**src/rtl/gpu_cmd_host.sv**
```systemverilog
// Host-side command port to a GPU: sends one command per request over a strobed bus and,
// for reads, waits for the GPU's return strobe (with a timeout) before reporting completion.
module gpu_cmd_host #(
  parameter int unsigned CLK_DIV = 4,
  parameter int unsigned TIMEOUT = 1024
) (
  input  logic        clk_in,
  input  logic        reset_n,
  input  logic        req_valid,
  output logic        req_ready,
  input  logic        req_read,
  input  logic [7:0]  req_cmd,
  input  logic [15:0] req_data,
  output logic        resp_valid,
  output logic [15:0] resp_data,
  output logic        resp_timeout,
  output logic        cmd_clk_out,
  output logic        cmd_inout,
  output logic [7:0]  command_o,
  output logic        command_oe,
  output logic [15:0] commandData_o,
  output logic        commandData_oe,
  input  logic [15:0] commandData_i,
  input  logic        gpu_clk_in
);

  localparam logic [7:0]  DivLoad     = 8'(CLK_DIV - 1);
  localparam logic [15:0] TimeoutLast = 16'(TIMEOUT - 1);

  typedef enum logic [2:0] {
    StIdle,
    StSetup,
    StStrobe,
    StHold,
    StTurn,
    StWaitRd
  } state_e;

  state_e      r_state, w_state_nxt;
  logic [7:0]  r_div_cnt, w_div_cnt_nxt;
  logic [15:0] r_wait_cnt, w_wait_cnt_nxt;
  logic        r_read, w_read_nxt;
  logic [7:0]  r_cmd, w_cmd_nxt;
  logic [15:0] r_data, w_data_nxt;
  logic        r_cmd_clk, w_cmd_clk_nxt;
  logic        r_inout, w_inout_nxt;
  logic        r_cmd_oe, w_cmd_oe_nxt;
  logic        r_data_oe, w_data_oe_nxt;
  logic        r_resp_valid, w_resp_valid_nxt;
  logic [15:0] r_resp_data, w_resp_data_nxt;
  logic        r_resp_timeout, w_resp_timeout_nxt;

  logic        r_sync1, r_sync2, r_sync3;
  logic        w_gpu_edge;

  // The delay flop runs every cycle, so an edge completing in TURN is consumed before WAIT_RD.
  always_ff @(posedge clk_in or negedge reset_n) begin
    if (!reset_n) begin
      r_sync1 <= 1'b0;
      r_sync2 <= 1'b0;
      r_sync3 <= 1'b0;
    end else begin
      r_sync1 <= gpu_clk_in;
      r_sync2 <= r_sync1;
      r_sync3 <= r_sync2;
    end
  end

  assign w_gpu_edge = r_sync2 & ~r_sync3;

  assign req_ready = reset_n & (r_state == StIdle);

  always_comb begin
    w_state_nxt        = r_state;
    w_div_cnt_nxt      = r_div_cnt;
    w_wait_cnt_nxt     = r_wait_cnt;
    w_read_nxt         = r_read;
    w_cmd_nxt          = r_cmd;
    w_data_nxt         = r_data;
    w_cmd_clk_nxt      = r_cmd_clk;
    w_inout_nxt        = r_inout;
    w_cmd_oe_nxt       = r_cmd_oe;
    w_data_oe_nxt      = r_data_oe;
    w_resp_valid_nxt   = 1'b0;
    w_resp_data_nxt    = r_resp_data;
    w_resp_timeout_nxt = r_resp_timeout;

    case (r_state)
      StIdle: begin
        if (req_valid && req_ready) begin
          w_state_nxt   = StSetup;
          w_div_cnt_nxt = DivLoad;
          w_read_nxt    = req_read;
          w_cmd_nxt     = req_cmd;
          w_data_nxt    = req_data;
          w_inout_nxt   = req_read;
          w_cmd_clk_nxt = 1'b0;
          w_cmd_oe_nxt  = 1'b1;
          w_data_oe_nxt = ~req_read;
        end
      end
      StSetup: begin
        if (r_div_cnt == 8'd0) begin
          w_state_nxt   = StStrobe;
          w_div_cnt_nxt = DivLoad;
          w_cmd_clk_nxt = 1'b1;
        end else begin
          w_div_cnt_nxt = r_div_cnt - 8'd1;
        end
      end
      StStrobe: begin
        if (r_div_cnt == 8'd0) begin
          w_state_nxt   = StHold;
          w_div_cnt_nxt = DivLoad;
          w_cmd_clk_nxt = 1'b0;
        end else begin
          w_div_cnt_nxt = r_div_cnt - 8'd1;
        end
      end
      StHold: begin
        if (r_div_cnt == 8'd0) begin
          w_data_oe_nxt = 1'b0;
          if (r_read) begin
            w_state_nxt = StTurn;
          end else begin
            w_state_nxt        = StIdle;
            w_cmd_oe_nxt       = 1'b0;
            w_resp_valid_nxt   = 1'b1;
            w_resp_data_nxt    = 16'h0000;
            w_resp_timeout_nxt = 1'b0;
          end
        end else begin
          w_div_cnt_nxt = r_div_cnt - 8'd1;
        end
      end
      StTurn: begin
        w_state_nxt    = StWaitRd;
        w_wait_cnt_nxt = 16'd0;
      end
      StWaitRd: begin
        // A return strobe takes priority over an expiring timeout in the same cycle.
        if (w_gpu_edge) begin
          w_state_nxt        = StIdle;
          w_cmd_oe_nxt       = 1'b0;
          w_resp_valid_nxt   = 1'b1;
          w_resp_data_nxt    = commandData_i;
          w_resp_timeout_nxt = 1'b0;
        end else if (r_wait_cnt == TimeoutLast) begin
          w_state_nxt        = StIdle;
          w_cmd_oe_nxt       = 1'b0;
          w_resp_valid_nxt   = 1'b1;
          w_resp_data_nxt    = 16'h0000;
          w_resp_timeout_nxt = 1'b1;
        end else begin
          w_wait_cnt_nxt = r_wait_cnt + 16'd1;
        end
      end
      default: begin
        w_state_nxt = StIdle;
      end
    endcase
  end

  always_ff @(posedge clk_in or negedge reset_n) begin
    if (!reset_n) begin
      r_state        <= StIdle;
      r_div_cnt      <= 8'd0;
      r_wait_cnt     <= 16'd0;
      r_read         <= 1'b0;
      r_cmd          <= 8'h00;
      r_data         <= 16'h0000;
      r_cmd_clk      <= 1'b0;
      r_inout        <= 1'b0;
      r_cmd_oe       <= 1'b0;
      r_data_oe      <= 1'b0;
      r_resp_valid   <= 1'b0;
      r_resp_data    <= 16'h0000;
      r_resp_timeout <= 1'b0;
    end else begin
      r_state        <= w_state_nxt;
      r_div_cnt      <= w_div_cnt_nxt;
      r_wait_cnt     <= w_wait_cnt_nxt;
      r_read         <= w_read_nxt;
      r_cmd          <= w_cmd_nxt;
      r_data         <= w_data_nxt;
      r_cmd_clk      <= w_cmd_clk_nxt;
      r_inout        <= w_inout_nxt;
      r_cmd_oe       <= w_cmd_oe_nxt;
      r_data_oe      <= w_data_oe_nxt;
      r_resp_valid   <= w_resp_valid_nxt;
      r_resp_data    <= w_resp_data_nxt;
      r_resp_timeout <= w_resp_timeout_nxt;
    end
  end

  assign cmd_clk_out    = r_cmd_clk;
  assign cmd_inout      = r_inout;
  assign command_o      = r_cmd;
  assign command_oe     = r_cmd_oe;
  assign commandData_o  = r_data;
  assign commandData_oe = r_data_oe;
  assign resp_valid     = r_resp_valid;
  assign resp_data      = r_resp_data;
  assign resp_timeout   = r_resp_timeout;

endmodule
```
**config.mk**
```make
export PLATFORM = sky130hd
export DESIGN_NAME = gpu_cmd_host
export DESIGN_NICKNAME = d
export VERILOG_FILES = /design/src/rtl/gpu_cmd_host.sv
export SDC_FILE = /design/constraint.sdc
export NUM_CORES = 1
export LEC_CHECK = 0
export ABC_AREA = 1
export CORE_MARGIN = 4
export CORE_UTILIZATION = 30
export DETAILED_ROUTE_END_ITERATION = 6
export SLEW_MARGIN = 5
export SYNTH_ARGS = -nofsm -noshare
export SYNTH_HDL_FRONTEND = slang
export SYNTH_SLANG_ARGS = --single-unit
```
**constraint.sdc**
```tcl
create_clock -name clk_in -period 2.03 [get_ports clk_in]
set_input_delay 0.406 -clock clk_in [delete_from_list [all_inputs] [get_ports clk_in]]
set_output_delay 0.406 -clock clk_in [all_outputs]
set_load 0.02 [all_outputs]
```
==> insert_results.sql, run 1 <==
INSERT INTO impl_metrics (metric_group, metric, value, unit) VALUES
('yosys', 'post_synth_inst_count', '479', ''),
('floorplan', 'die-width', '122', 'um'),
('clock_network', 'num_clock_sinks', '76', ''),
('grt', 'globalRouteOverflowTotal', '0', ''),
('route', 'avgViaCountPerCell', '4.47', ''),
('power', 'intPower', '4.33', 'mW'),
('finish', 'n_antenna_cell', '0', ''),
('timing', 'slew-limit-headroom', '0.352', ''),
('timing', 'clock.fmax', '511', 'MHz'),
('yosys', 'synthesized_area_fraction_occupied_by_adder_cells', '0.00642', ''),
('route', 'final_antenna_net_count', '0', ''),
('timing', 'finalWorstPathRequiredPeriod', '1.96', 'ns'),
('critical_path', 'critical_path.slowest_cell', 'sky130_fd_sc_hd__dfrtp_1', ''),
('timing', 'setup_tns', '0', 'ns'),
('timing', 'worstMarginPinSlew', '0.972', 'ns'),
('clock_network', 'clk_root_buffer_cell', 'sky130_fd_sc_hd__clkbuf_16', ''),
('yosys', 'synth_xor_area_frac', '0.0112', ''),
('clock_network', 'tritoncts.num_buffers', '9', ''),
('floorplan', 'core-area', '12700', 'um2'),
('floorplan', 'ios', '92', ''),
('timing', 'final_max_slew_viol_count', '0', ''),
('power', 'sw_frac_of_total', '0.392', ''),
('job', 'timing.max_cap.violations', '0', ''),
('critical_path', 'timing.reg2reg.setup_slack', '0.20', 'ns'),
('yosys', 'yosys.cell_types.count', '33', ''),
('power', 'ir_drop', '0.000661', 'V'),
('finish', 'layout.cells.most_common_list', 'sky130_fd_sc_hd__nand2_1, sky130_fd_sc_hd__clkdlybuf4s50_1, sky130_fd_sc_hd__dfrtp_1', ''),
('clock_network', 'tritoncts', 'done', ''),
('floorplan', 'die_area', '14900', 'um2'),
('finish', 'layout_commonest_cell', 'sky130_fd_sc_hd__nand2_1', ''),
('clock_network', 'cts.hold.buffers_added', '0', ''),
('timing', 'setup_viol', '0', ''),
('finish', 'layout.core_utilization', '0.412', ''),
('timing', 'clock_skew', '0.00987', 'ns'),
('critical_path', 'critPathBufInv', '1', ''),
('critical_path', 'max_stage_delay', '0.46', 'ns'),
('finish', 'design_area', '5220', 'um2'),
('grt', 'antenna_found_initial', '0', ''),
('clock_network', 'htree_levels', '3', ''),
('critical_path', 'timing.critical_path.required', '1.62', 'ns'),
('grt', 'grt_pass1_wl', '15.6', 'mm'),
('route', 'vias', '3359', ''),
('route', 'number_of_detailed_routing_iterations_run_before_antenna_repair', '4', ''),
('route', 'wl_per_cell', '12.2', 'um'),
('run_status', 'status', 'finished, final reports clean', ''),
('critical_path', 'crit_path_max_delay_family', 'flip-flops', ''),
('yosys', 'share_of_the_synthesized_area_in_compound_gates_ao_oa_aoi_oai', '0.0758', ''),
('timing', 'setup_repair_after_global_routing_missed_its_margin', 'no', ''),
('finish', 'syn2layout_area_growth', '34.0', '%'),
('yosys', 'postSynthNetCount', '526', ''),
('route', 'drcViolationCount', '0', ''),
('placed_design', 'place_congestion', '0.890', ''),
('yosys', 'yosysSeqAreaShare', '0.488', ''),
('route', 'wl', '9.15', 'mm'),
('power', 'power.combinational.fraction', '0.443', ''),
('clock_network', 'clk-insertion-delay-late', '0.33', 'ns'),
('floorplan', 'start_util', '0.308', ''),
('power', 'powerDensity', '1360', 'nW/um2'),
('yosys', 'synth-seq-cells', '76', ''),
('critical_path', 'worst_path_cell_trace', 'nor2_4, nand2_2, nor2_2, dlygate4sd2_1', ''),
('yosys', 'synthesis.area', '3900', 'um2'),
('finish', 'fin_nets', '622', ''),
('floorplan', 'placementRows', '41', ''),
('worst_hold_path', 'timing.hold.worst.class', 'in -> async', ''),
('grt', 'grt_pass1_vias', '3294', ''),
('placed_design', 'placed_area', '4930', 'um2'),
('clock_network', 'clk_pin_slew', '0.06', 'ns'),
('critical_path', 'critPathMaxFanout', '6', ''),
('placed_design', 'dp_hpwl', '6.56', 'mm'),
('timing', 'period_share', '0.965', ''),
('clock_network', 'cts-root-to-sink-buffers', '2', '');
[Yosys cell counts (2+ instances only)]
library cell / instances / area share
sky130_fd_sc_hd__o21ai_1: 12 / 0.015
sky130_fd_sc_hd__o21ai_2: 8 / 0.018
sky130_fd_sc_hd__ha_1: 2 / 0.0064
sky130_fd_sc_hd__buf_2: 2 / 0.0026
sky130_fd_sc_hd__nand2_1: 175 / 0.17
sky130_fd_sc_hd__o21ai_0: 16 / 0.021
sky130_fd_sc_hd__nand3_4: 2 / 0.0090
sky130_fd_sc_hd__a21oi_1: 6 / 0.0077
sky130_fd_sc_hd__buf_12: 2 / 0.010
sky130_fd_sc_hd__nand2_4: 3 / 0.0087
sky130_fd_sc_hd__nor2_1: 33 / 0.032
sky130_fd_sc_hd__o21bai_1: 2 / 0.0039
sky130_fd_sc_hd__nor2_4: 4 / 0.012
sky130_fd_sc_hd__inv_2: 5 / 0.0048
sky130_fd_sc_hd__buf_6: 5 / 0.014
sky130_fd_sc_hd__nor2_2: 5 / 0.0080
sky130_fd_sc_hd__nand2_2: 17 / 0.027
sky130_fd_sc_hd__nand4_1: 10 / 0.016
sky130_fd_sc_hd__or2_2: 2 / 0.0032
sky130_fd_sc_hd__o2111ai_1: 2 / 0.0045
sky130_fd_sc_hd__nor3_1: 2 / 0.0026
sky130_fd_sc_hd__dfrtp_1: 76 / 0.49
sky130_fd_sc_hd__xor2_1: 5 / 0.011
sky130_fd_sc_hd__nand3_1: 27 / 0.035
sky130_fd_sc_hd__nand3_2: 3 / 0.0077
sky130_fd_sc_hd__inv_1: 46 / 0.044
[metal layers]
layer	global-route usage	up-vias	part of all wire
met2	0.200	80	0.46
met5	0	-	0
met3	0.0422	13	0.064
li1	-	1699	-
met4	0.0427	0	0.014
met1	0.169	1567	0.47
[cell type report]
cell class / instances / area (um2)
timing repair buffer: 95 / 937
sequential: 76 / 1900
clock inverter: 6 / 62.6
clock buffer: 10 / 229
inverter: 52 / 203
multi-input combinational: 341 / 1680
tap: 172 / 215
fill: 1261 / 7450
[repair_timing]
action / in CTS / in global routing
resized for setup: 1 / 1
endpoints found under the hold margin: 0 / 0
endpoints found under the setup margin: 1 / 1
gates cloned: 0 / 0
[stage by stage]
step                      std cells  setup slack (ns)  hold slack (ns)  power [mW]
after global placement          736             0.171            0.336        5.54
final                           752            0.0717            0.322        7.13
after detailed placement        736             0.144            0.335        5.58
after CTS                       752            0.0647            0.365        7.20
after floorplan                 479             0.407            0.110        4.24
after global routing            752           0.00855            0.385        7.64
[worst paths after layout]
check	startpoint	endpoint	cells past startpoint
setup / recovery	r_state[1]	req_ready	4
hold / removal	reset_n	r_div_cnt[7]	2
setup reg to reg	r_div_cnt[0]	resp_data[4]	9
hold reg to reg	r_sync1	r_sync2	0
max in group asynchronous	reset_n	r_wait_cnt[8]	2
min in group clk_in	r_sync1	r_sync2	0
[cells by family (layout without fill, tap and decap cells)]
group,count (synthesis),in the layout
AO/OA/AOI/OAI,49,49
adder cells (fa/ha/maj),2,2
buffers and inverters,62,163
AND/OR/NAND/NOR,285,285
flip-flops,76,76
XOR/XNOR,5,5
[state kept, by name, summed over array words and instances (netlist names)]
| signal | cells |
|---|---|
| cmd_clk_out | 1 |
| r_wait_cnt | 16 |
| resp_timeout | 1 |
| resp_data | 16 |
| commandData_oe | 1 |
| resp_valid | 1 |
| r_div_cnt | 8 |
| commandData_o | 16 |
| cmd_inout | 1 |
| r_sync1 | 1 |
| r_state | 3 |
| command_oe | 1 |
| r_sync3 | 1 |
| command_o | 8 |
| r_sync2 | 1 |
[power groups by stage]
stage               Sequential (mW)  Combinational [mW]  Clock (mW)
floorplan                      2.92                1.33           0
global placement               2.41                3.13           0
detailed placement             2.41                3.18           0
CTS                            2.41                3.18        1.61
global route                   2.47                3.49        1.68
finish                         2.40                3.15        1.57
No activity file was read; power rests on OpenSTA's default activity.
==> inputs of run 2 (changes only) <==
--- a/config.mk
+++ b/config.mk
@@ -9,7 +9,7 @@
 export CORE_MARGIN = 4
 export CORE_UTILIZATION = 30
 export DETAILED_ROUTE_END_ITERATION = 6
-export SLEW_MARGIN = 5
+export SLEW_MARGIN = 15
 export SYNTH_ARGS = -nofsm -noshare
 export SYNTH_HDL_FRONTEND = slang
 export SYNTH_SLANG_ARGS = --single-unit
==> results of run 2 <==
Final layout, timing and power as in run 1 (identical DEF).
==> edit (settings of run 2) <==
The 6 states of `state_e` get a Gray code encoding in 3 bits.
--- a/src/rtl/gpu_cmd_host.sv
+++ b/src/rtl/gpu_cmd_host.sv
@@ -30,8 +30,8 @@
   typedef enum logic [2:0] {
-    StIdle,
-    StSetup,
-    StStrobe,
-    StHold,
-    StTurn,
-    StWaitRd
+    StIdle   = 3'b000,
+    StSetup  = 3'b001,
+    StStrobe = 3'b011,
+    StHold   = 3'b010,
+    StTurn   = 3'b110,
+    StWaitRd = 3'b111
   } state_e;
Formal check against the unedited RTL: no difference found for any inputs over 10 cycles, from zero or initial values and one cycle with reset_n low; not proved beyond that.
==> edit against run 2 <==
Setup slack better by 0.019 ns. Power is 3.4% higher. Sequential cell count unchanged. Register-to-register slack improved by 0.04 ns. Clock power increased by 24%. First-iteration DRC count down 28%. Final area increased by 0.53%. Core utilization rose by 1.8 points. Wire length decreased by 0.73%. Area after synthesis fell by 2.3%. Die area down 2.1%. Critical endpoint unchanged.
==> edit: results (changes against run 2) <==
* Register-to-register setup slack at 0.24 ns (was 0.20 ns)
* Syn nets at 523 (was 526)
* Avg Inst Size Synth at 8.02 um^2 (was 8.14 um^2)
* Pwr dens at 1400 nW/um^2 (was 1360 nW/um^2)
* Routed vias/inst at 4.44 (was 4.47)
* Metal2 WL at 4.03 mm (was 4.16 mm)
* Psw at 2.72 mW (was 2.79 mW)
* Clk pwr at 1.95 mW (was 1.57 mW)
* Layout Skew at 0.00688 ns (was 0.00987 ns)
* Area contributors post-synth: dfrtp_1 50%, nand2_1 18%, inv_1 4.3% (was dfrtp_1 49%, nand2_1 17%, inv_1 4.4%)
* Flop+latch power at 2.35 mW (was 2.40 mW)
* Met3 wire len at 480 um (was 582 um)
* Status: finished, final reports clean (unchanged)
* Cell count after placement at 729 (was 736)
* GRT Util Overall at 13.2% (was 12.9%)
* Worst R2R End: r_wait_cnt[9]$_DFFE_PN0P_ (was resp_data[4]$_DFFE_PN0P_)
* Met1 Wirelength at 4.32 mm (was 4.27 mm)
* GR Util met3 at 2.95% (was 4.22%)
* Sequential area share after synthesis at 49.9% (was 48.8%)
* Post-synthesis xor/xnor area fraction at 1.61% (was 1.12%)
* RR Startpoint: r_wait_cnt[0]$_DFFE_PN0P_ (was r_div_cnt[0]$_DFFE_PN0P_)
* Peak supply drop at 0.000609 V (was 0.000661 V)
* RePlAce Congestion at 0.824 (was 0.890)
* GR Layer Usage met1 at 17.9% (was 16.9%)
* Met2 Use GR at 19.9% (was 20.0%)
* Area after DPL at 4890 um^2 (was 4930 um^2)
* Post-Synth Adder-Cell Area at 0.986% (was 0.642%)
-- edit: cell count changes after synthesis, sizes merged, moves of 2 or more --
cell | before | now
nand2 | 196 | 191
xor2 | 5 | 7
or2 | 2 | 0
nand4 | 10 | 12
a21oi | 7 | 12
nand3 | 32 | 28
o21ai | 36 | 34
-- edit: worst max-delay path by stage --
stage,cells after the start,end,start
after detailed placement,4,req_ready,r_state[0]$_DFFE_PN0P_
final,4,req_ready,r_state[0]$_DFFE_PN0P_
after CTS,4,req_ready,r_state[0]$_DFFE_PN0P_
after global placement,4,req_ready,r_state[0]$_DFFE_PN0P_
after floorplan,9,r_state[1]$_DFFE_PN0P_,r_div_cnt[0]$_DFFE_PN0P_
after global routing,4,req_ready,r_state[0]$_DFFE_PN0P_
-- edit: final cells by class --
class / instances / area (um^2)
fillers: 1235 / 6960
repair buffers: 95 / 937
inverters: 54 / 209
well taps: 168 / 210
clock inverters: 6 / 138
multi-input cells: 336 / 1630
clock buffers: 9 / 225
flip-flops and latches: 76 / 1900
